===== config.mk =====
export PLATFORM = sky130hd
export DESIGN_NAME = qdr_cal_sequencer_flat
export DESIGN_NICKNAME = d
export VERILOG_FILES = /design/src/rtl/qdr_cal_sequencer_if.sv /design/src/rtl/qdr_cal_sequencer.sv /design/src/flat_wrapper.sv
export SDC_FILE = /design/constraint.sdc
export NUM_CORES = 1
export LEC_CHECK = 0
export CAP_MARGIN = 10
export CORE_MARGIN = 5
export CORE_UTILIZATION = 25
export DETAILED_ROUTE_END_ITERATION = 8
export GPL_TIMING_DRIVEN = 0
export PLACE_DENSITY = 0.46
export SLEW_MARGIN = 10
export SYNTH_ARGS = -nofsm -noshare
export SYNTH_HDL_FRONTEND = slang
export SYNTH_SLANG_ARGS = --single-unit

===== constraint.sdc =====
create_clock -name qdr_clk -period 3.6 [get_ports qdr_clk]
set_input_delay 0.36 -clock qdr_clk [delete_from_list [all_inputs] [get_ports qdr_clk]]
set_output_delay 0.36 -clock qdr_clk [all_outputs]
set_load 0.01 [all_outputs]

===== src/rtl/qdr_cal_sequencer_if.sv =====
// Calibration bus between the QDR calibration sequencer and the PHY/memory datapath.
interface qdr_cal_sequencer_if #(
    parameter int DATA_WIDTH = 36,
    parameter int ADDR_WIDTH = 21
) ();
    logic                  cal_wr_en;
    logic                  cal_rd_en;
    logic [ADDR_WIDTH-1:0] cal_addr;
    logic [DATA_WIDTH-1:0] cal_wr_data;
    logic                  cal_rd_valid;
    logic [DATA_WIDTH-1:0] cal_rd_data;

    modport master (
        output cal_wr_en, cal_rd_en, cal_addr, cal_wr_data,
        input  cal_rd_valid, cal_rd_data
    );

    modport slave (
        input  cal_wr_en, cal_rd_en, cal_addr, cal_wr_data,
        output cal_rd_valid, cal_rd_data
    );
endinterface


===== src/rtl/qdr_cal_sequencer.sv =====
// QDR PHY power-up/recalibration sequencer: DLL reset, lock wait, pattern write, read-tap sweep.
// phy_rdy rises RST_CYCLES+2*CAL_WORDS+L+1 edges after the last edge sampling reset, L = edges from cal_rd_en rise to its sampled return.
module qdr_cal_sequencer #(
    parameter int DATA_WIDTH    = 36,
    parameter int ADDR_WIDTH    = 21,
    parameter int CAL_WORDS     = 4,
    parameter int TAP_WIDTH     = 6,
    parameter int RST_CYCLES    = 64,
    parameter int LOCK_TIMEOUT  = 65536,
    parameter int RD_TIMEOUT    = 64,
    parameter int SETTLE_CYCLES = 16
) (
    input  logic                 qdr_clk,
    input  logic                 qdr_rst_n,
    input  logic                 qdr_reset,
    input  logic                 dll_locked,
    output logic                 phy_dll_rst,
    output logic                 dly_rst,
    output logic                 dly_inc,
    output logic [TAP_WIDTH-1:0] cal_tap,
    output logic                 phy_rdy,
    output logic                 cal_fail,
    qdr_cal_sequencer_if.master  cal
);

    localparam int CNT_A   = (RST_CYCLES > LOCK_TIMEOUT) ? RST_CYCLES : LOCK_TIMEOUT;
    localparam int CNT_B   = (RD_TIMEOUT > SETTLE_CYCLES) ? RD_TIMEOUT : SETTLE_CYCLES;
    localparam int CNT_MAX = (CNT_A > CNT_B) ? CNT_A : CNT_B;
    localparam int CW      = $clog2(CNT_MAX + 1);
    localparam int KW      = $clog2(CAL_WORDS + 1);
    localparam logic [TAP_WIDTH-1:0] TAP_LAST = {TAP_WIDTH{1'b1}};

    typedef enum logic [3:0] {
        ST_RST       = 4'd0,
        ST_LOCK_WAIT = 4'd1,
        ST_WRITE     = 4'd2,
        ST_READ      = 4'd3,
        ST_CHECK     = 4'd4,
        ST_TAP_INC   = 4'd5,
        ST_SETTLE    = 4'd6,
        ST_DONE      = 4'd7,
        ST_FAIL      = 4'd8
    } state_t;

    // Even words carry 0101..01, odd words its complement.
    function automatic logic [DATA_WIDTH-1:0] cal_pattern(input logic odd);
        logic [DATA_WIDTH-1:0] p;
        for (int b = 0; b < DATA_WIDTH / 2; b++) begin
            p[2*b +: 2] = 2'b01;
        end
        return odd ? ~p : p;
    endfunction

    state_t                state_r, state_s;
    logic [CW-1:0]         cnt_r, cnt_s;
    logic [KW-1:0]         idx_r, idx_s;
    logic [KW-1:0]         k_r, k_s;
    logic                  err_r, err_s;
    logic [TAP_WIDTH-1:0]  tap_r, tap_s;

    logic                  phy_dll_rst_r, phy_dll_rst_s;
    logic                  dly_rst_r, dly_rst_s;
    logic                  dly_inc_r, dly_inc_s;
    logic                  wr_en_r, wr_en_s;
    logic                  rd_en_r, rd_en_s;
    logic [ADDR_WIDTH-1:0] addr_r, addr_s;
    logic [DATA_WIDTH-1:0] wr_data_r, wr_data_s;
    logic                  phy_rdy_r, phy_rdy_s;
    logic                  cal_fail_r, cal_fail_s;

    // Next-state, counter and return-compare logic.
    always_comb begin
        state_s = state_r;
        cnt_s   = cnt_r;
        idx_s   = idx_r;
        tap_s   = tap_r;
        k_s     = k_r;
        err_s   = err_r;

        // Returns count only while an attempt is live; surplus returns are dropped.
        if ((state_r == ST_READ || state_r == ST_CHECK) && cal.cal_rd_valid
            && (k_r < KW'(CAL_WORDS))) begin
            k_s = k_r + KW'(1);
            if (cal.cal_rd_data != cal_pattern(k_r[0])) begin
                err_s = 1'b1;
            end else begin
                err_s = err_r;
            end
        end else begin
            k_s   = k_r;
            err_s = err_r;
        end

        case (state_r)
            ST_RST: begin
                tap_s = '0;
                if (cnt_r == CW'(RST_CYCLES - 1)) begin
                    state_s = ST_LOCK_WAIT;
                    cnt_s   = '0;
                end else begin
                    cnt_s = cnt_r + CW'(1);
                end
            end
            ST_LOCK_WAIT: begin
                if (dll_locked) begin
                    state_s = ST_WRITE;
                    idx_s   = '0;
                    cnt_s   = '0;
                end else if (cnt_r == CW'(LOCK_TIMEOUT - 1)) begin
                    state_s = ST_FAIL;
                end else begin
                    cnt_s = cnt_r + CW'(1);
                end
            end
            ST_WRITE: begin
                if (idx_r == KW'(CAL_WORDS - 1)) begin
                    state_s = ST_READ;
                    idx_s   = '0;
                end else begin
                    idx_s = idx_r + KW'(1);
                end
            end
            ST_READ: begin
                if (idx_r == KW'(CAL_WORDS - 1)) begin
                    state_s = ST_CHECK;
                    cnt_s   = '0;
                end else begin
                    idx_s = idx_r + KW'(1);
                end
            end
            ST_CHECK: begin
                // Decision uses registered k/err, so it lands one cycle after the last return.
                if ((k_r == KW'(CAL_WORDS)) && !err_r) begin
                    state_s = ST_DONE;
                end else if ((k_r == KW'(CAL_WORDS)) || (cnt_r == CW'(RD_TIMEOUT - 1))) begin
                    if (tap_r == TAP_LAST) begin
                        state_s = ST_FAIL;
                    end else begin
                        state_s = ST_TAP_INC;
                        tap_s   = tap_r + TAP_WIDTH'(1);
                        k_s     = '0;
                        err_s   = 1'b0;
                    end
                end else begin
                    cnt_s = cnt_r + CW'(1);
                end
            end
            ST_TAP_INC: begin
                state_s = ST_SETTLE;
                cnt_s   = '0;
            end
            ST_SETTLE: begin
                if (cnt_r == CW'(SETTLE_CYCLES - 1)) begin
                    state_s = ST_READ;
                    idx_s   = '0;
                end else begin
                    cnt_s = cnt_r + CW'(1);
                end
            end
            ST_DONE: begin
                state_s = ST_DONE;
            end
            ST_FAIL: begin
                state_s = ST_FAIL;
            end
            default: begin
                state_s = ST_RST;
                cnt_s   = '0;
            end
        endcase
    end

    // Output decode from the next state so every output is a plain flop.
    always_comb begin
        phy_dll_rst_s = (state_s == ST_RST);
        dly_rst_s     = (state_s == ST_RST);
        dly_inc_s     = (state_s == ST_TAP_INC);
        wr_en_s       = (state_s == ST_WRITE);
        rd_en_s       = (state_s == ST_READ);
        phy_rdy_s     = (state_s == ST_DONE);
        cal_fail_s    = (state_s == ST_FAIL);
        if (state_s == ST_WRITE || state_s == ST_READ) begin
            addr_s = ADDR_WIDTH'(idx_s);
        end else begin
            addr_s = '0;
        end
        if (state_s == ST_WRITE) begin
            wr_data_s = cal_pattern(idx_s[0]);
        end else begin
            wr_data_s = '0;
        end
    end

    // State, counters and output registers; soft request behaves exactly like hard reset.
    always_ff @(posedge qdr_clk) begin
        if (!qdr_rst_n || qdr_reset) begin
            state_r       <= ST_RST;
            cnt_r         <= '0;
            idx_r         <= '0;
            k_r           <= '0;
            err_r         <= 1'b0;
            tap_r         <= '0;
            phy_dll_rst_r <= 1'b1;
            dly_rst_r     <= 1'b1;
            dly_inc_r     <= 1'b0;
            wr_en_r       <= 1'b0;
            rd_en_r       <= 1'b0;
            addr_r        <= '0;
            wr_data_r     <= '0;
            phy_rdy_r     <= 1'b0;
            cal_fail_r    <= 1'b0;
        end else begin
            state_r       <= state_s;
            cnt_r         <= cnt_s;
            idx_r         <= idx_s;
            k_r           <= k_s;
            err_r         <= err_s;
            tap_r         <= tap_s;
            phy_dll_rst_r <= phy_dll_rst_s;
            dly_rst_r     <= dly_rst_s;
            dly_inc_r     <= dly_inc_s;
            wr_en_r       <= wr_en_s;
            rd_en_r       <= rd_en_s;
            addr_r        <= addr_s;
            wr_data_r     <= wr_data_s;
            phy_rdy_r     <= phy_rdy_s;
            cal_fail_r    <= cal_fail_s;
        end
    end

    assign phy_dll_rst     = phy_dll_rst_r;
    assign dly_rst         = dly_rst_r;
    assign dly_inc         = dly_inc_r;
    assign cal_tap         = tap_r;
    assign phy_rdy         = phy_rdy_r;
    assign cal_fail        = cal_fail_r;
    assign cal.cal_wr_en   = wr_en_r;
    assign cal.cal_rd_en   = rd_en_r;
    assign cal.cal_addr    = addr_r;
    assign cal.cal_wr_data = wr_data_r;

endmodule

===== src/flat_wrapper.sv =====
// flat-port wrapper written by rule: the top's interface ports become plain ports
module qdr_cal_sequencer_flat 
#(
    parameter int DATA_WIDTH    = 36,
    parameter int ADDR_WIDTH    = 21,
    parameter int CAL_WORDS     = 4,
    parameter int TAP_WIDTH     = 6,
    parameter int RST_CYCLES    = 64,
    parameter int LOCK_TIMEOUT  = 65536,
    parameter int RD_TIMEOUT    = 64,
    parameter int SETTLE_CYCLES = 16
)
  (qdr_clk, qdr_rst_n, qdr_reset, dll_locked, phy_dll_rst, dly_rst, dly_inc, cal_tap, phy_rdy, cal_fail, cal_cal_wr_en, cal_cal_rd_en, cal_cal_addr, cal_cal_wr_data, cal_cal_rd_valid, cal_cal_rd_data);
  qdr_cal_sequencer_if #(.DATA_WIDTH(DATA_WIDTH), .ADDR_WIDTH(ADDR_WIDTH)) cal_i ();
  input  logic qdr_clk;
  input  logic qdr_rst_n;
  input  logic qdr_reset;
  input  logic dll_locked;
  output logic phy_dll_rst;
  output logic dly_rst;
  output logic dly_inc;
  output logic [TAP_WIDTH-1:0] cal_tap;
  output logic phy_rdy;
  output logic cal_fail;
  output wire logic [$bits(cal_i.cal_wr_en)-1:0] cal_cal_wr_en;
  output wire logic [$bits(cal_i.cal_rd_en)-1:0] cal_cal_rd_en;
  output wire logic [$bits(cal_i.cal_addr)-1:0] cal_cal_addr;
  output wire logic [$bits(cal_i.cal_wr_data)-1:0] cal_cal_wr_data;
  input wire logic [$bits(cal_i.cal_rd_valid)-1:0] cal_cal_rd_valid;
  input wire logic [$bits(cal_i.cal_rd_data)-1:0] cal_cal_rd_data;
  assign cal_cal_wr_en = cal_i.cal_wr_en;
  assign cal_cal_rd_en = cal_i.cal_rd_en;
  assign cal_cal_addr = cal_i.cal_addr;
  assign cal_cal_wr_data = cal_i.cal_wr_data;
  assign cal_i.cal_rd_valid = cal_cal_rd_valid;
  assign cal_i.cal_rd_data = cal_cal_rd_data;
  qdr_cal_sequencer #(.DATA_WIDTH(DATA_WIDTH), .ADDR_WIDTH(ADDR_WIDTH), .CAL_WORDS(CAL_WORDS), .TAP_WIDTH(TAP_WIDTH), .RST_CYCLES(RST_CYCLES), .LOCK_TIMEOUT(LOCK_TIMEOUT), .RD_TIMEOUT(RD_TIMEOUT), .SETTLE_CYCLES(SETTLE_CYCLES)) u_core (.qdr_clk(qdr_clk), .qdr_rst_n(qdr_rst_n), .qdr_reset(qdr_reset), .dll_locked(dll_locked), .phy_dll_rst(phy_dll_rst), .dly_rst(dly_rst), .dly_inc(dly_inc), .cal_tap(cal_tap), .phy_rdy(phy_rdy), .cal_fail(cal_fail), .cal(cal_i));
endmodule

### Word level (Yosys, flattened, before mapping)

Cells that the tools add are included.

| storage, ports and cells | value |
|---|---|
| word-level logic and storage cells | 107 |
| bits of input ports | 41 |
| register bits after elaboration | 97 |
| output and inout port bits | 70 |

| cells by class | value |
|---|---|
| multiplexer cells | 40 |
| $lt $le $gt $ge | 1 |
| add/sub/neg operators | 4 |
| eq/ne operators | 27 |
| bitwise gates (word level) | 3 |
| reductions and logical operators | 17 |

Operators with widths:

| kind | number |
|---|---|
| $mux W17 | 7 |
| $pmux W17 S6 | 1 |
| $mux W36 | 2 |
| $mux W4 | 9 |
| $ne A36 B36 Y1 | 1 |
| $pmux W4 S9 | 1 |
| $mux W3 | 9 |
| $eq A4 B3 Y1 const B | 6 |
| $mux W6 | 3 |
| $add A17 B1 Y17 const B | 1 |
| $eq A17 B16 Y1 const B | 1 |
| $eq A17 B4 Y1 const B | 1 |
| $eq A17 B6 Y1 const B | 1 |
| $eq A4 B2 Y1 const B | 4 |
| $ne A2 B2 Y1 const B | 6 |
| $pmux W3 S4 | 1 |
| $pmux W6 S2 | 1 |
| $eq A4 B4 Y1 const B | 2 |
| $logic_not A4 Y1 | 2 |
| $add A3 B1 Y3 const B | 2 |
| $add A6 B1 Y6 const B | 1 |
| $eq A6 B6 Y1 const B | 1 |
| $mux W1 | 6 |
| $reduce_and A6 Y1 | 1 |
| 13 further kinds | 22 |

### Longest topological paths before layout

Gate-level depths: netlist of run 1.

| depth | value |
|---|---|
| depth after elaboration | 9 |
| mapped depth | 14 |
| gate-level depth less buffers | 12 |

### Least setup slack after synthesis of run 1

No wires, ideal clock.

| timing path | value |
|---|---|
| kind | reg-to-reg |
| start point | register u_core.cnt_r[0] |
| end point | register u_core.cnt_r[15] |
| data required time | 3.483 ns |
| period minus slack after synthesis | 2.667 ns |
| arrival | 2.550 ns |
| setup time | 0.117 ns |
| path slack | 0.933 ns |
| stages on the path, launching flop included | 13 |
| cell sequence | dfxtp_1 ha_1 and3_1 and4_1 and3_1 and3_1 ha_1 nand2_1 a21oi_1 or4_1 buf_2 a21o_1 a32o_1 |

| on the way | value |
|---|---|
| cells in the longest elaborated chain, start to end | 4 |
| elaborated cells on any way between the ends | 16 |
| classes of those cells | 1 x add/sub; 6 x eq/ne; 7 x mux; 2 x reduce/logical |

RTL lines:

| what | RTL line | source |
|---|---|---|
| from (decl) | qdr_cal_sequencer.sv:55 | `logic [CW-1:0] cnt_r, cnt_s;` |
| from (signal assigned) | qdr_cal_sequencer.sv:214 | `cnt_r <= cnt_s;` |
| $add A17 B1 Y17 or $eq A17 B6 Y1 (tied branches) | -- |  |
| $mux W17 (tied with other cells) | qdr_cal_sequencer.sv:135 | `end else if ((k_r == KW'(CAL_WORDS)) \|\| (cnt_r == CW'(RD_TIMEOUT - 1))) begin` |
| $mux W17 (tied with other cells) | qdr_cal_sequencer.sv:133 | `if ((k_r == KW'(CAL_WORDS)) && !err_r) begin` |
| $pmux W17 S6 or $reduce_and A6 Y1 (tied branches) | -- |  |

Several ways; a longest one is shown, not always the timed one. The select of a mux whose other input is x is not followed.
A chain may end at the register's enable or synchronous reset.

### Worst setup path after layout of run 1

| timing path | value |
|---|---|
| start point | register u_core.k_r[0] |
| end point | register u_core.cnt_r[8] |

| on the way | value |
|---|---|
| cells in the longest elaborated chain, start to end | 4 |
| elaborated cells on any way between the ends | 6 |
| classes of those cells | 3 x eq/ne; 3 x reduce/logical |

RTL lines:

| what | RTL line | source |
|---|---|---|
| from (decl) | qdr_cal_sequencer.sv:57 | `logic [KW-1:0] k_r, k_s;` |
| from (signal assigned) | qdr_cal_sequencer.sv:216 | `k_r <= k_s;` |
| $eq A3 B3 Y1 * | qdr_cal_sequencer.sv:133, qdr_cal_sequencer.sv:135 |  |
| $logic_or A1 B1 Y1 or $logic_and A1 B1 Y1 (tied branches) | qdr_cal_sequencer.sv:135, qdr_cal_sequencer.sv:133 |  |
| $ne A2 B2 Y1 (no source line) | -- |  |
| $reduce_and A6 Y1 (no source line) * | -- |  |

Every way passes the cells marked *; elsewhere a longest branch is shown, timed or not.

==> results of run 1 <==
[through the flow]
stage | total power [mW] | hold WS (ns) | setup slack, ns | area, um2 | std cells
5_1_grt | 1.09 | 0.520 | 0.143 | 4380 | 638
3_5_place_dp | 0.608 | 0.464 | 0.251 | 4240 | 630
3_3_place_gp | 0.607 | 0.452 | 0.338 | 4240 | 630
4_1_cts | 1.06 | 0.477 | 0.253 | 4370 | 638
2_1_floorplan | 0.552 | 0.429 | 0.933 | 3130 | 391
6_report | 1.04 | 0.473 | 0.513 | 4380 | 638
[metal layers]
| layer | vias up | wire, um | GRT usage (%) |
|---|---|---|---|
| met2 | 118 | 4040 | 19.6 |
| li1 | 1536 | - | - |
| met3 | 16 | 646 | 2.95 |
| met1 | 1365 | 3850 | 15.1 |
| met5 | - | 0 | 0 |
| met4 | 0 | 200 | 3.61 |
[area by class of cell]
cell class,instances,area (um2)
Inverter,10,37.5
Sequential cell,45,901
Buffer,70,478
Clock buffer,8,136
Timing Repair Buffer,92,921
Tap cell,147,184
Fill cell,1258,7630
Multi-Input combinational cell,266,1720
[power groups by stage]
stage / clock network [mW] / logic [mW] / registers (mW)
after floorplan: 0 / 0.0414 / 0.511
after global placement: 0 / 0.0956 / 0.511
after detailed placement: 0 / 0.0966 / 0.511
after CTS: 0.461 / 0.0970 / 0.500
after global routing: 0.481 / 0.106 / 0.500
final: 0.440 / 0.0973 / 0.500
[flip-flops by register name, summed over array words and instances, names as in the netlist]
name,flops
u_core.phy_dll_rst,1
u_core.cal_tap,6
u_core.cnt_r,17
u_core.err_r,1
u_core.cal.cal_wr_en,1
u_core.idx_r,3
u_core.k_r,3
u_core.cal.cal_addr,3
u_core.cal_fail,1
u_core.state_r,4
u_core.dly_inc,1
u_core.phy_rdy,1
u_core.cal.cal_rd_en,1
u_core.cal.cal_wr_data,2
[layout by cell type, fill, tap and decap left out, types with 6 or more instances in the layout]
| master | n |
|---|---|
| sky130_fd_sc_hd__clkdlybuf4s50_1 | 92 |
| sky130_fd_sc_hd__buf_4 | 54 |
| sky130_fd_sc_hd__dfxtp_1 | 45 |
| sky130_fd_sc_hd__nor2_1 | 30 |
| sky130_fd_sc_hd__nand2_1 | 24 |
| sky130_fd_sc_hd__o21ai_0 | 20 |
| sky130_fd_sc_hd__conb_1 | 18 |
| sky130_fd_sc_hd__nand3_1 | 15 |
| sky130_fd_sc_hd__clkbuf_1 | 14 |
| sky130_fd_sc_hd__a21oi_1 | 14 |
| sky130_fd_sc_hd__nor3_1 | 14 |
| sky130_fd_sc_hd__a32o_1 | 13 |
| sky130_fd_sc_hd__inv_1 | 10 |
| sky130_fd_sc_hd__nor4bb_1 | 10 |
| sky130_fd_sc_hd__nor3b_1 | 8 |
| sky130_fd_sc_hd__nor4_1 | 8 |
| sky130_fd_sc_hd__nand4b_1 | 7 |
| sky130_fd_sc_hd__ha_1 | 7 |
| sky130_fd_sc_hd__nand4_1 | 6 |
| sky130_fd_sc_hd__nor2b_1 | 6 |
[cell families (layout without fill, tap and decap cells)]
family / after synthesis / after routing / synth area share [%]
AOI/OAI and AO/OA: 70 / 70 / 15.9
xor gates and xnor gates: 2 / 2 / 0.571
adders and majority gates: 7 / 7 / 2.85
buffers and inverters: 80 / 180 / 16.8
DFF: 45 / 45 / 29.4
muxes: 4 / 4 / 1.31
other: 1 / 18 / 0.122
and+or+nand+nor: 165 / 165 / 33.1
[critical path, cell delays in order, from the launching register on]
cell,delay (ns)
sky130_fd_sc_hd__dfxtp_1,0.35
sky130_fd_sc_hd__clkbuf_1,0.39
sky130_fd_sc_hd__inv_1,0.15
sky130_fd_sc_hd__ha_1,0.24
sky130_fd_sc_hd__and3b_1,0.16
sky130_fd_sc_hd__clkbuf_1,0.19
sky130_fd_sc_hd__nand3_1,0.13
sky130_fd_sc_hd__a21oi_1,0.12
sky130_fd_sc_hd__nor4_2,0.51
sky130_fd_sc_hd__buf_2,0.34
sky130_fd_sc_hd__o21ai_0,0.13
sky130_fd_sc_hd__a32o_1,0.27
[path summary, 6_finish.rpt]
check / from / slack, ns / end
worst max-delay path: u_core.k_r[0] / 0.51 / u_core.cnt_r[8]
worst min-delay path: u_core.err_r / 0.47 / u_core.err_r
worst max register to register: u_core.k_r[0] / 0.51 / u_core.cnt_r[8]
worst min register to register: u_core.err_r / 0.47 / u_core.err_r
==> qor.json, run 1 <==
{
  "run_status": "finished clean",
  "finalCoreUtilization_pct": 36.5,
  "htree_num_levels": 2,
  "netlist-cell-type-count": 59,
  "synth-edff-count": 0,
  "initial_utilization_pct": 25.5,
  "drc": 0,
  "cp_data_arrival_time_ns": 3.27,
  "detail_route.wl_per_cell_um": 13.7,
  "holdBufCountCts": 0,
  "width_of_the_die_um": 121,
  "finClkSkew_ns": 0.00513,
  "drt_first_iter_violations": 150,
  "site_row_count": 40,
  "ys_top_cells_by_count": "54 x sky130_fd_sc_hd__buf_4, 45 x sky130_fd_sc_hd__dfxtp_1, 30 x sky130_fd_sc_hd__nor2_1",
  "grt_util_all_layers_pct": 11.8,
  "grt_pass1_wl_um": 14200,
  "synth-warning-count": 0,
  "die_y_um": 121,
  "post_cts_resize_count": 0,
  "clkSlewWorstSetupHoldPaths_ns": 0.06,
  "async_reset_ff_share_pct": 0,
  "timing.max_cap.violations": 0,
  "finalWirelength_um": 8740,
  "reg2regPathDepth": 11,
  "crit_required_ns": 3.78,
  "power-per-cell-area_nw_per_um2": 237,
  "portion_of_synthesized_cell_area_occupied_by_the_leading_cell_type_pct": 29.4,
  "antenna_left": 0,
  "io_buffer_count": 92,
  "power.combinational.fraction_pct": 9.4,
  "irDropWorstVdd_mv": 0.133,
  "drt-vias-per-instance": 4.76,
  "pin_count": 111,
  "crit_path_start_kind": "flip-flop",
  "core_area_um2": 12000,
  "post_synth_instance_area_um2": 3070,
  "cts_tree": "done",
  "numCtsBuffers": 5,
  "class_of_the_tightest_hold_or_removal_check": "flip-flop to flip-flop",
  "drt_pre_antenna_iters": 4,
  "cts.sinks": 45,
  "cp_max_fo": 10,
  "synth_top_area_cell": "sky130_fd_sc_hd__dfxtp_1",
  "power_frac_clock_pct": 42.4,
  "overflow": 0,
  "drive_above_1_share_pct": 15.5,
  "setup_failing_eps_final": 0,
  "cts_setup_buffers": 0,
  "fin_crit_ns": 3.09,
  "total_leakage_power_nw": 1.68,
  "syn_inst": 374,
  "crit_type": "flip-flop to flip-flop",
  "setup.worst_path.end_class": "flip-flop",
  "antennaDiodeCount": 0,
  "finalSetupTns_ns": 0,
  "grt_antenna_before_repair": 0,
  "final_nets": 538,
  "finalHoldViolations": 0,
  "worst_skew_pair.late_latency_ns": 0.28,
  "synthesis.area_per_instance_um2": 8.20,
  "timing.fmax_ghz": 0.324,
  "finalMaxSlewViolations": 0,
  "worst-slew-pin-transition_ns": 0.744,
  "synthFlopType": "sky130_fd_sc_hd__dfxtp_1",
  "synthMostInstantiatedCell": "sky130_fd_sc_hd__buf_4",
  "rsz_0062_raised_after_global_routing": "no",
  "weighted_congestion_reported_at_the_end_of_routability_driven_placement": 0.805,
  "max_slew_margin_pct": 50.3,
  "routed-via-count": 3035,
  "areaGrowthSynthToFinish_pct": 42.7,
  "grt_start_max_net_pins": 19,
  "power_switching_share_pct": 21.1,
  "cellInternalPower_mw": 0.819,
  "share_seq_of_total_power_pct": 48.2,
  "post-dp-hpwl_um": 6860,
  "synth_seq_area_share_pct": 29.4,
  "vias_in_the_first_global_route": 2850,
  "synthTopCellsByArea": "sky130_fd_sc_hd__dfxtp_1 29%, sky130_fd_sc_hd__buf_4 13%, sky130_fd_sc_hd__a32o_1 4.2%",
  "layout_worst_path_cycle_share_pct": 85.7,
  "yosys_register_bits": 45,
  "power_dissipated_by_switching_net_loads_mw": 0.219,
  "hold_path_depth": 2,
  "die_area_um2": 14600,
  "clock_tree.root_cell": "sky130_fd_sc_hd__clkbuf_16",
  "clock_tree.buffer_depth": 2
}
No activity file was read; power rests on OpenSTA's default activity.
==> run 2: changes to the inputs <==
--- a/config.mk
+++ b/config.mk
@@ -8,6 +8,7 @@
 export CAP_MARGIN = 10
 export CORE_MARGIN = 5
 export CORE_UTILIZATION = 25
+export CTS_BUF_LIST = sky130_fd_sc_hd__clkbuf_2 sky130_fd_sc_hd__clkbuf_4 sky130_fd_sc_hd__clkbuf_8
 export DETAILED_ROUTE_END_ITERATION = 8
 export GPL_TIMING_DRIVEN = 0
 export PLACE_DENSITY = 0.46
==> qor.json, run 2 (synthesis gave the netlist of run 1 again) <==
{
  "drc": {"value": 0, "change": "unchanged"},
  "core_area": {"value": 12000, "unit": "um2", "change": "unchanged"},
  "total_leakage_power": {"value": 1.67, "unit": "nW", "change": "-0.91%"},
  "crit_required": {"value": 3.80, "unit": "ns", "change": "+0.02 ns"},
  "clkSlewWorstSetupHoldPaths": {"value": 0.08, "unit": "ns", "change": "+0.02 ns"},
  "routed-via-count": {"value": 3037, "change": "+0.066%"},
  "irDropWorstVdd": {"value": 0.115, "unit": "mV", "change": "-14%"},
  "final_cell_mix": "92 x sky130_fd_sc_hd__clkdlybuf4s50_1, 54 x sky130_fd_sc_hd__buf_4, 45 x sky130_fd_sc_hd__dfxtp_1",
  "antenna_left": {"value": 0, "change": "unchanged"},
  "timing.fmax": {"value": 0.322, "unit": "GHz", "change": "-0.54%"},
  "drt_first_iter_violations": {"value": 126, "change": "-16%"},
  "crit_path_start_kind": "flip-flop",
  "finalHoldViolations": {"value": 0, "change": "unchanged"},
  "max_slew_margin": {"value": 52.1, "unit": "%", "change": "+1.8 points"},
  "met3RoutedLength": {"value": 629, "unit": "um", "change": "-2.6%"},
  "wl_met2": {"value": 4000, "unit": "um", "change": "-0.99%"},
  "final_nets": {"value": 538, "change": "unchanged"},
  "cts_setup_buffers": {"value": 0, "change": "unchanged"},
  "grt_pass1_wl": {"value": 14100, "unit": "um", "change": "-0.68%"},
  "weighted_congestion_reported_at_the_end_of_routability_driven_placement": {"value": 0.805, "change": "unchanged"},
  "htree_num_levels": {"value": 2, "change": "unchanged"},
  "site_row_count": {"value": 40, "change": "unchanged"},
  "setup_failing_eps_final": {"value": 0, "change": "unchanged"},
  "clock_tree.root_cell": "sky130_fd_sc_hd__clkbuf_8",
  "critical_path.top_delay_family": "buffers and inverters",
  "post-dp-hpwl": {"value": 6860, "unit": "um", "change": "unchanged"},
  "registers.top_by_ff_count": "u_core.cnt_r",
  "class_of_the_tightest_hold_or_removal_check": "flip-flop to flip-flop",
  "cts_tree": "done",
  "finalCoreUtilization": {"value": 36.1, "unit": "%", "change": "-0.37 points"},
  "largest_reg_flops": {"value": 17, "change": "unchanged"},
  "path_buf_inv": {"value": 4, "change": "unchanged"},
  "finalSetupTns": {"value": 0, "unit": "ns", "change": "unchanged"},
  "grt_antenna_before_repair": {"value": 0, "change": "unchanged"},
  "vias_in_the_first_global_route": {"value": 2836, "change": "-0.49%"},
  "crit_path_frequent_cell": "sky130_fd_sc_hd__clkbuf_1",
  "layout_worst_path_cycle_share": {"value": 86.2, "unit": "%", "change": "+0.47 points"},
  "holdBufCountCts": {"value": 0, "change": "unchanged"},
  "timing.max_cap.violations": {"value": 0, "change": "unchanged"},
  "width_of_the_die": {"value": 121, "unit": "um", "change": "unchanged"},
  "cp_slowest_cell": "sky130_fd_sc_hd__nor4_2",
  "fin_crit": {"value": 3.10, "unit": "ns", "change": "+0.0169 ns"},
  "setup.worst_path.end_class": "flip-flop",
  "cp_data_arrival_time": {"value": 3.30, "unit": "ns", "change": "+0.03 ns"},
  "clock_tree.buffer_depth": {"value": 2, "change": "unchanged"},
  "whs": {"value": 0.483, "unit": "ns", "change": "+0.00954 ns"},
  "mostFrequentLayoutCell": "sky130_fd_sc_hd__clkdlybuf4s50_1",
  "power-per-cell-area": {"value": 214, "unit": "nW/um2", "change": "-9.7%"},
  "finalMaxSlewViolations": {"value": 0, "change": "unchanged"},
  "numCtsBuffers": {"value": 5, "change": "unchanged"},
  "die_area": {"value": 14600, "unit": "um2", "change": "unchanged"},
  "initial_utilization": {"value": 25.5, "unit": "%", "change": "unchanged"},
  "worst_skew_pair.late_latency": {"value": 0.29, "unit": "ns", "change": "about the same"},
  "finClkSkew": {"value": 0.00571, "unit": "ns", "change": "+0.000575 ns"},
  "route.top_layer_used": "met4",
  "post_cts_resize_count": {"value": 0, "change": "unchanged"},
  "drive_above_1_share": {"value": 16.1, "unit": "%", "change": "+0.61 points"},
  "rsz_0062_raised_after_global_routing": "no",
  "met1_length": {"value": 3910, "unit": "um", "change": "+1.6%"},
  "io_buffer_count": {"value": 92, "change": "unchanged"},
  "grt_start_max_net_pins": {"value": 19, "change": "unchanged"},
  "grt_util_all_layers": {"value": 11.8, "unit": "%", "change": "-0.059 points"},
  "cp_max_fo": {"value": 10, "change": "unchanged"},
  "detail_route.wl_per_cell": {"value": 13.6, "unit": "um", "change": "-0.32%"},
  "drt-vias-per-instance": {"value": 4.76, "change": "about the same"},
  "run_status": "finished clean",
  "overflow": {"value": 0, "change": "unchanged"},
  "layout.cell_area.non_filler": {"value": 4330, "unit": "um2", "change": "-1.0%"},
  "cell_area_after_placement": {"value": 4240, "unit": "um2", "change": "unchanged"},
  "drt_pre_antenna_iters": {"value": 4, "change": "unchanged"},
  "worst-slew-pin-transition": {"value": 0.718, "unit": "ns", "change": "-0.0264 ns"},
  "crit_type": "flip-flop to flip-flop",
  "antennaDiodeCount": {"value": 0, "change": "unchanged"},
  "finalWirelength": {"value": 8710, "unit": "um", "change": "-0.32%"},
  "areaGrowthSynthToFinish_pct": 41.3,
  "pin_count": {"value": 111, "change": "unchanged"},
  "critPathMaxStageDelay": {"value": 0.51, "unit": "ns", "change": "about the same"},
  "die_y": {"value": 121, "unit": "um", "change": "unchanged"},
  "crit_chain": "clkbuf_1 > inv_1 > ha_1 > and3b_1 > clkbuf_1 > nand3_1 > a21oi_1 > nor4_2 > buf_2 > o21ai_0 > a32o_1",
  "cts.sinks": {"value": 45, "change": "unchanged"}
}
==> run 2: cell counts in the layout (fill, tap and decap cells not counted) <==
No cell type changed its count.
==> run 2: routing by layer <==
metal / up-vias / global-route usage, %
li1: 1537 / -
met2: 108 / 19.4
met4: 0 / 3.47
met1: 1381 / 15.2
met5: - / 0
met3: 11 / 2.95
==> run 2: stage by stage <==
step / worst slack, ns / std cells / total power [mW]
2_1_floorplan: 0.933 / 391 / 0.552
3_3_place_gp: 0.338 / 630 / 0.607
3_5_place_dp: 0.251 / 630 / 0.608
4_1_cts: 0.255 / 638 / 0.945
5_1_grt: 0.141 / 638 / 0.977
6_report: 0.496 / 638 / 0.928
==> run 2: final cells by class <==
class                      count  area (um2)
fill                        1263        7680
multi-input combinational    266        1720
timing repair buffer          92         921
sequential                    45         901
buffer                        70         478
tap                          147         184
clock buffer                   8        91.3
inverter                      10        37.5
==> run 2: power breakdown <==
part	switching (mW)	leakage (nW)	internal (mW)	total, mW
clock network	0.170	0.0498	0.161	0.331
logic	0.0362	1.26	0.0612	0.0973
registers	0.00135	0.363	0.498	0.500
total	0.207	1.67	0.720	0.928
==> run 2: worst paths after layout <==
check | startpoint | slack, ns | cells past startpoint | to
hold / removal | u_core.err_r | 0.48 | 2 | u_core.err_r
hold reg to reg | u_core.err_r | 0.48 | 2 | u_core.err_r
setup reg to reg | u_core.k_r[0] | 0.50 | 11 | u_core.cnt_r[8]
setup / recovery | u_core.k_r[0] | 0.50 | 11 | u_core.cnt_r[8]
==> run 2: tightest hold or removal path, stage by stage, from the launching register on <==
cell and delay, ns:
sky130_fd_sc_hd__dfxtp_1 0.33, sky130_fd_sc_hd__a21oi_1 0.04, sky130_fd_sc_hd__nor2_1 0.08
==> run 3: changes to the inputs <==
==> constraint.sdc (replaced) <==
create_clock -name qdr_clk -period 3.1 [get_ports qdr_clk]
set_input_delay 0.31 -clock qdr_clk [delete_from_list [all_inputs] [get_ports qdr_clk]]
set_output_delay 0.31 -clock qdr_clk [all_outputs]
set_load 0.01 [all_outputs]
==> qor.json, run 3 (synthesis gave the netlist of run 1 again) <==
{
  "power_switching_share": {"value": 22.3, "unit": "%", "change": "about the same"},
  "grt_start_max_net_pins": {"value": 19, "change": "unchanged"},
  "final_nets": {"value": 540, "change": "+0.37%"},
  "critical_path.endpoint": "u_core.cnt_r[15]",
  "cp_max_fo": {"value": 8, "change": "-2"},
  "crit_type": "flip-flop to flip-flop",
  "r2r_setup_slk": {"value": 0.16, "unit": "ns", "change": "-0.34 ns"},
  "drt_first_iter_violations": {"value": 143, "change": "+13%"},
  "power_frac_clock": {"value": 35.7, "unit": "%", "change": "about the same"},
  "total_leakage_power": {"value": 1.69, "unit": "nW", "change": "+1.2%"},
  "worst_skew_pair.late_latency": {"value": 0.29, "unit": "ns", "change": "about the same"},
  "fill_cells": {"value": 1261, "change": "-0.16%"},
  "io_buffer_count": {"value": 92, "change": "unchanged"},
  "place_ws": {"value": -0.249, "unit": "ns", "change": "-0.500 ns"},
  "clock_tree.root_cell": "sky130_fd_sc_hd__clkbuf_8",
  "crit_path_start_kind": "flip-flop",
  "max_slew_margin": {"value": 50.9, "unit": "%", "change": "-1.2 points"},
  "drc": {"value": 0, "change": "unchanged"},
  "areaGrowthSynthToFinish_pct": 42.6,
  "power_dissipated_by_switching_net_loads": {"value": 0.241, "unit": "mW", "change": "+16%"},
  "setup_crit_start": "u_core.cnt_r[0]",
  "power.combinational.fraction": {"value": 10.5, "unit": "%", "change": "about the same"},
  "power-per-cell-area": {"value": 246, "unit": "nW/um2", "change": "+15%"},
  "grt_antenna_before_repair": {"value": 0, "change": "unchanged"},
  "numCtsBuffers": {"value": 5, "change": "unchanged"},
  "finalHoldViolations": {"value": 0, "change": "unchanged"},
  "overflow": {"value": 0, "change": "unchanged"},
  "layout_worst_path_cycle_share": {"value": 95.0, "unit": "%", "change": "+8.7 points"},
  "final_cell_mix": "92 x sky130_fd_sc_hd__clkdlybuf4s50_1, 56 x sky130_fd_sc_hd__buf_4, 44 x sky130_fd_sc_hd__dfxtp_1",
  "htree_num_levels": {"value": 2, "change": "unchanged"},
  "finalWirelength": {"value": 8750, "unit": "um", "change": "+0.46%"},
  "cts.sinks": {"value": 45, "change": "unchanged"},
  "timing.fmax": {"value": 0.340, "unit": "GHz", "change": "+5.4%"},
  "class_of_the_tightest_hold_or_removal_check": "flip-flop to flip-flop",
  "width_of_the_die": {"value": 121, "unit": "um", "change": "unchanged"},
  "detail_route.wl_per_cell": {"value": 13.7, "unit": "um", "change": "+0.15%"},
  "weighted_congestion_reported_at_the_end_of_routability_driven_placement": {"value": 0.805, "change": "unchanged"},
  "pin_count": {"value": 111, "change": "unchanged"},
  "regToRegStartpoint": "u_core.cnt_r[0]",
  "largest_reg_flops": {"value": 17, "change": "unchanged"},
  "drt_pre_antenna_iters": {"value": 4, "change": "unchanged"},
  "rsz_0062_raised_after_global_routing": "no",
  "reg2regPathDepth": {"value": 12, "change": "+1"},
  "irDropWorstVdd": {"value": 0.134, "unit": "mV", "change": "+17%"},
  "mostFrequentLayoutCell": "sky130_fd_sc_hd__clkdlybuf4s50_1",
  "clkSlewWorstSetupHoldPaths": {"value": 0.09, "unit": "ns", "change": "about the same"},
  "routed-via-count": {"value": 3032, "change": "-0.16%"},
  "initial_utilization": {"value": 25.5, "unit": "%", "change": "unchanged"},
  "antenna_left": {"value": 0, "change": "unchanged"},
  "core_area": {"value": 12000, "unit": "um2", "change": "unchanged"},
  "finalSetupTns": {"value": 0, "unit": "ns", "change": "unchanged"},
  "finalMaxSlewViolations": {"value": 0, "change": "unchanged"},
  "grt_util_all_layers": {"value": 11.8, "unit": "%", "change": "unchanged"},
  "timing.max_cap.violations": {"value": 0, "change": "unchanged"},
  "grt_pass1_wl": {"value": 14100, "unit": "um", "change": "unchanged"},
  "cellInternalPower": {"value": 0.837, "unit": "mW", "change": "+16%"},
  "antennaDiodeCount": {"value": 0, "change": "unchanged"},
  "drt-vias-per-instance": {"value": 4.74, "change": "-0.48%"},
  "cts_tree": "done",
  "clock_tree.buffer_depth": {"value": 2, "change": "unchanged"},
  "fin_crit": {"value": 2.94, "unit": "ns", "change": "-0.160 ns"},
  "finClkSkew": {"value": 0.00655, "unit": "ns", "change": "+0.000836 ns"},
  "die_y": {"value": 121, "unit": "um", "change": "unchanged"},
  "vias_in_the_first_global_route": {"value": 2836, "change": "unchanged"},
  "run_status": "finished clean",
  "drive_above_1_share": {"value": 17.2, "unit": "%", "change": "+1.2 points"},
  "r2r-end": "u_core.cnt_r[15]",
  "setup.worst_path.end_class": "flip-flop",
  "crit_required": {"value": 3.29, "unit": "ns", "change": "-0.51 ns"},
  "post-dp-hpwl": {"value": 6860, "unit": "um", "change": "unchanged"},
  "registers.top_by_ff_count": "u_core.cnt_r",
  "fin_ws": {"value": 0.156, "unit": "ns", "change": "-0.340 ns"},
  "die_area": {"value": 14600, "unit": "um2", "change": "unchanged"},
  "cp_data_arrival_time": {"value": 3.13, "unit": "ns", "change": "-0.17 ns"},
  "worst-slew-pin-transition": {"value": 0.735, "unit": "ns", "change": "+0.0175 ns"},
  "setup_failing_eps_final": {"value": 0, "change": "unchanged"},
  "share_seq_of_total_power": {"value": 53.9, "unit": "%", "change": "about the same"},
  "site_row_count": {"value": 40, "change": "unchanged"}
}
-- run 3: cell type report --
type                            instances  area [um2]  area share (%)
Sequential cell                        45         902            20.6
Clock buffer                            8        91.3            2.09
Timing Repair Buffer                   94         936            21.4
Inverter                               10        37.5           0.858
Buffer                                 70         488            11.2
Tap cell                              147         184            4.20
Multi-Input combinational cell        266        1740            39.7
-- run 3: metrics by stage --
stage	area, um2	power [mW]	hold WS [ns]	std cells	utilization, %
finish	4370	1.08	0.478	640	36.4
global route	4370	1.13	0.527	640	36.4
CTS	4340	1.10	0.482	638	36.1
detailed placement	4240	0.706	0.464	630	35.3
global placement	4240	0.705	0.452	630	35.3
floorplan	3130	0.642	0.429	391	-
-- run 3: worst max-delay path, cell delays in order (launching register included) --
cell                       delay [ns]
sky130_fd_sc_hd__dfxtp_2         0.35
sky130_fd_sc_hd__ha_1            0.23
sky130_fd_sc_hd__and3_2          0.27
sky130_fd_sc_hd__and4_1          0.22
sky130_fd_sc_hd__and3_1          0.19
sky130_fd_sc_hd__and3_1          0.19
sky130_fd_sc_hd__ha_1            0.22
sky130_fd_sc_hd__nand2_1         0.08
sky130_fd_sc_hd__a21oi_2         0.08
sky130_fd_sc_hd__or4_1           0.41
sky130_fd_sc_hd__clkbuf_4        0.21
sky130_fd_sc_hd__a21o_1          0.17
sky130_fd_sc_hd__a32o_1          0.24
-- run 3: routing by layer --
layer / vias up / global-route usage (%) / routed length, um
met5: - / 0 / 0
met4: 0 / 3.47 / 166
met3: 12 / 2.95 / 609
met2: 97 / 19.4 / 4020
met1: 1383 / 15.2 / 3950
li1: 1540 / - / -
-- run 3: worst min-delay path by stage --
stage / startpoint / end / slack, ns / cells past startpoint
CTS: u_core.err_r / u_core.err_r / 0.48 / 2
detailed placement: u_core.err_r / u_core.err_r / 0.46 / 2
finish: u_core.err_r / u_core.err_r / 0.48 / 2
global placement: u_core.err_r / u_core.err_r / 0.45 / 2
global route: u_core.cnt_r[1] / u_core.cnt_r[1] / 0.53 / 2
floorplan: u_core.err_r / u_core.err_r / 0.43 / 2
-- run 3: repair_timing --
item | in CTS | in global routing
setup buffers | 0 | 2
hold buffers | 0 | 0
resized for setup | 2 | 8
setup endpoints to repair | 10 | 16
pin swaps | 0 | 1
-- run 3: power groups by stage --
stage	Combinational, mW	Sequential [mW]	Clock [mW]
after floorplan	0.0481	0.593	0
after global placement	0.111	0.594	0
after detailed placement	0.112	0.594	0
after CTS	0.113	0.580	0.404
after global routing	0.123	0.581	0.430
final	0.113	0.580	0.384
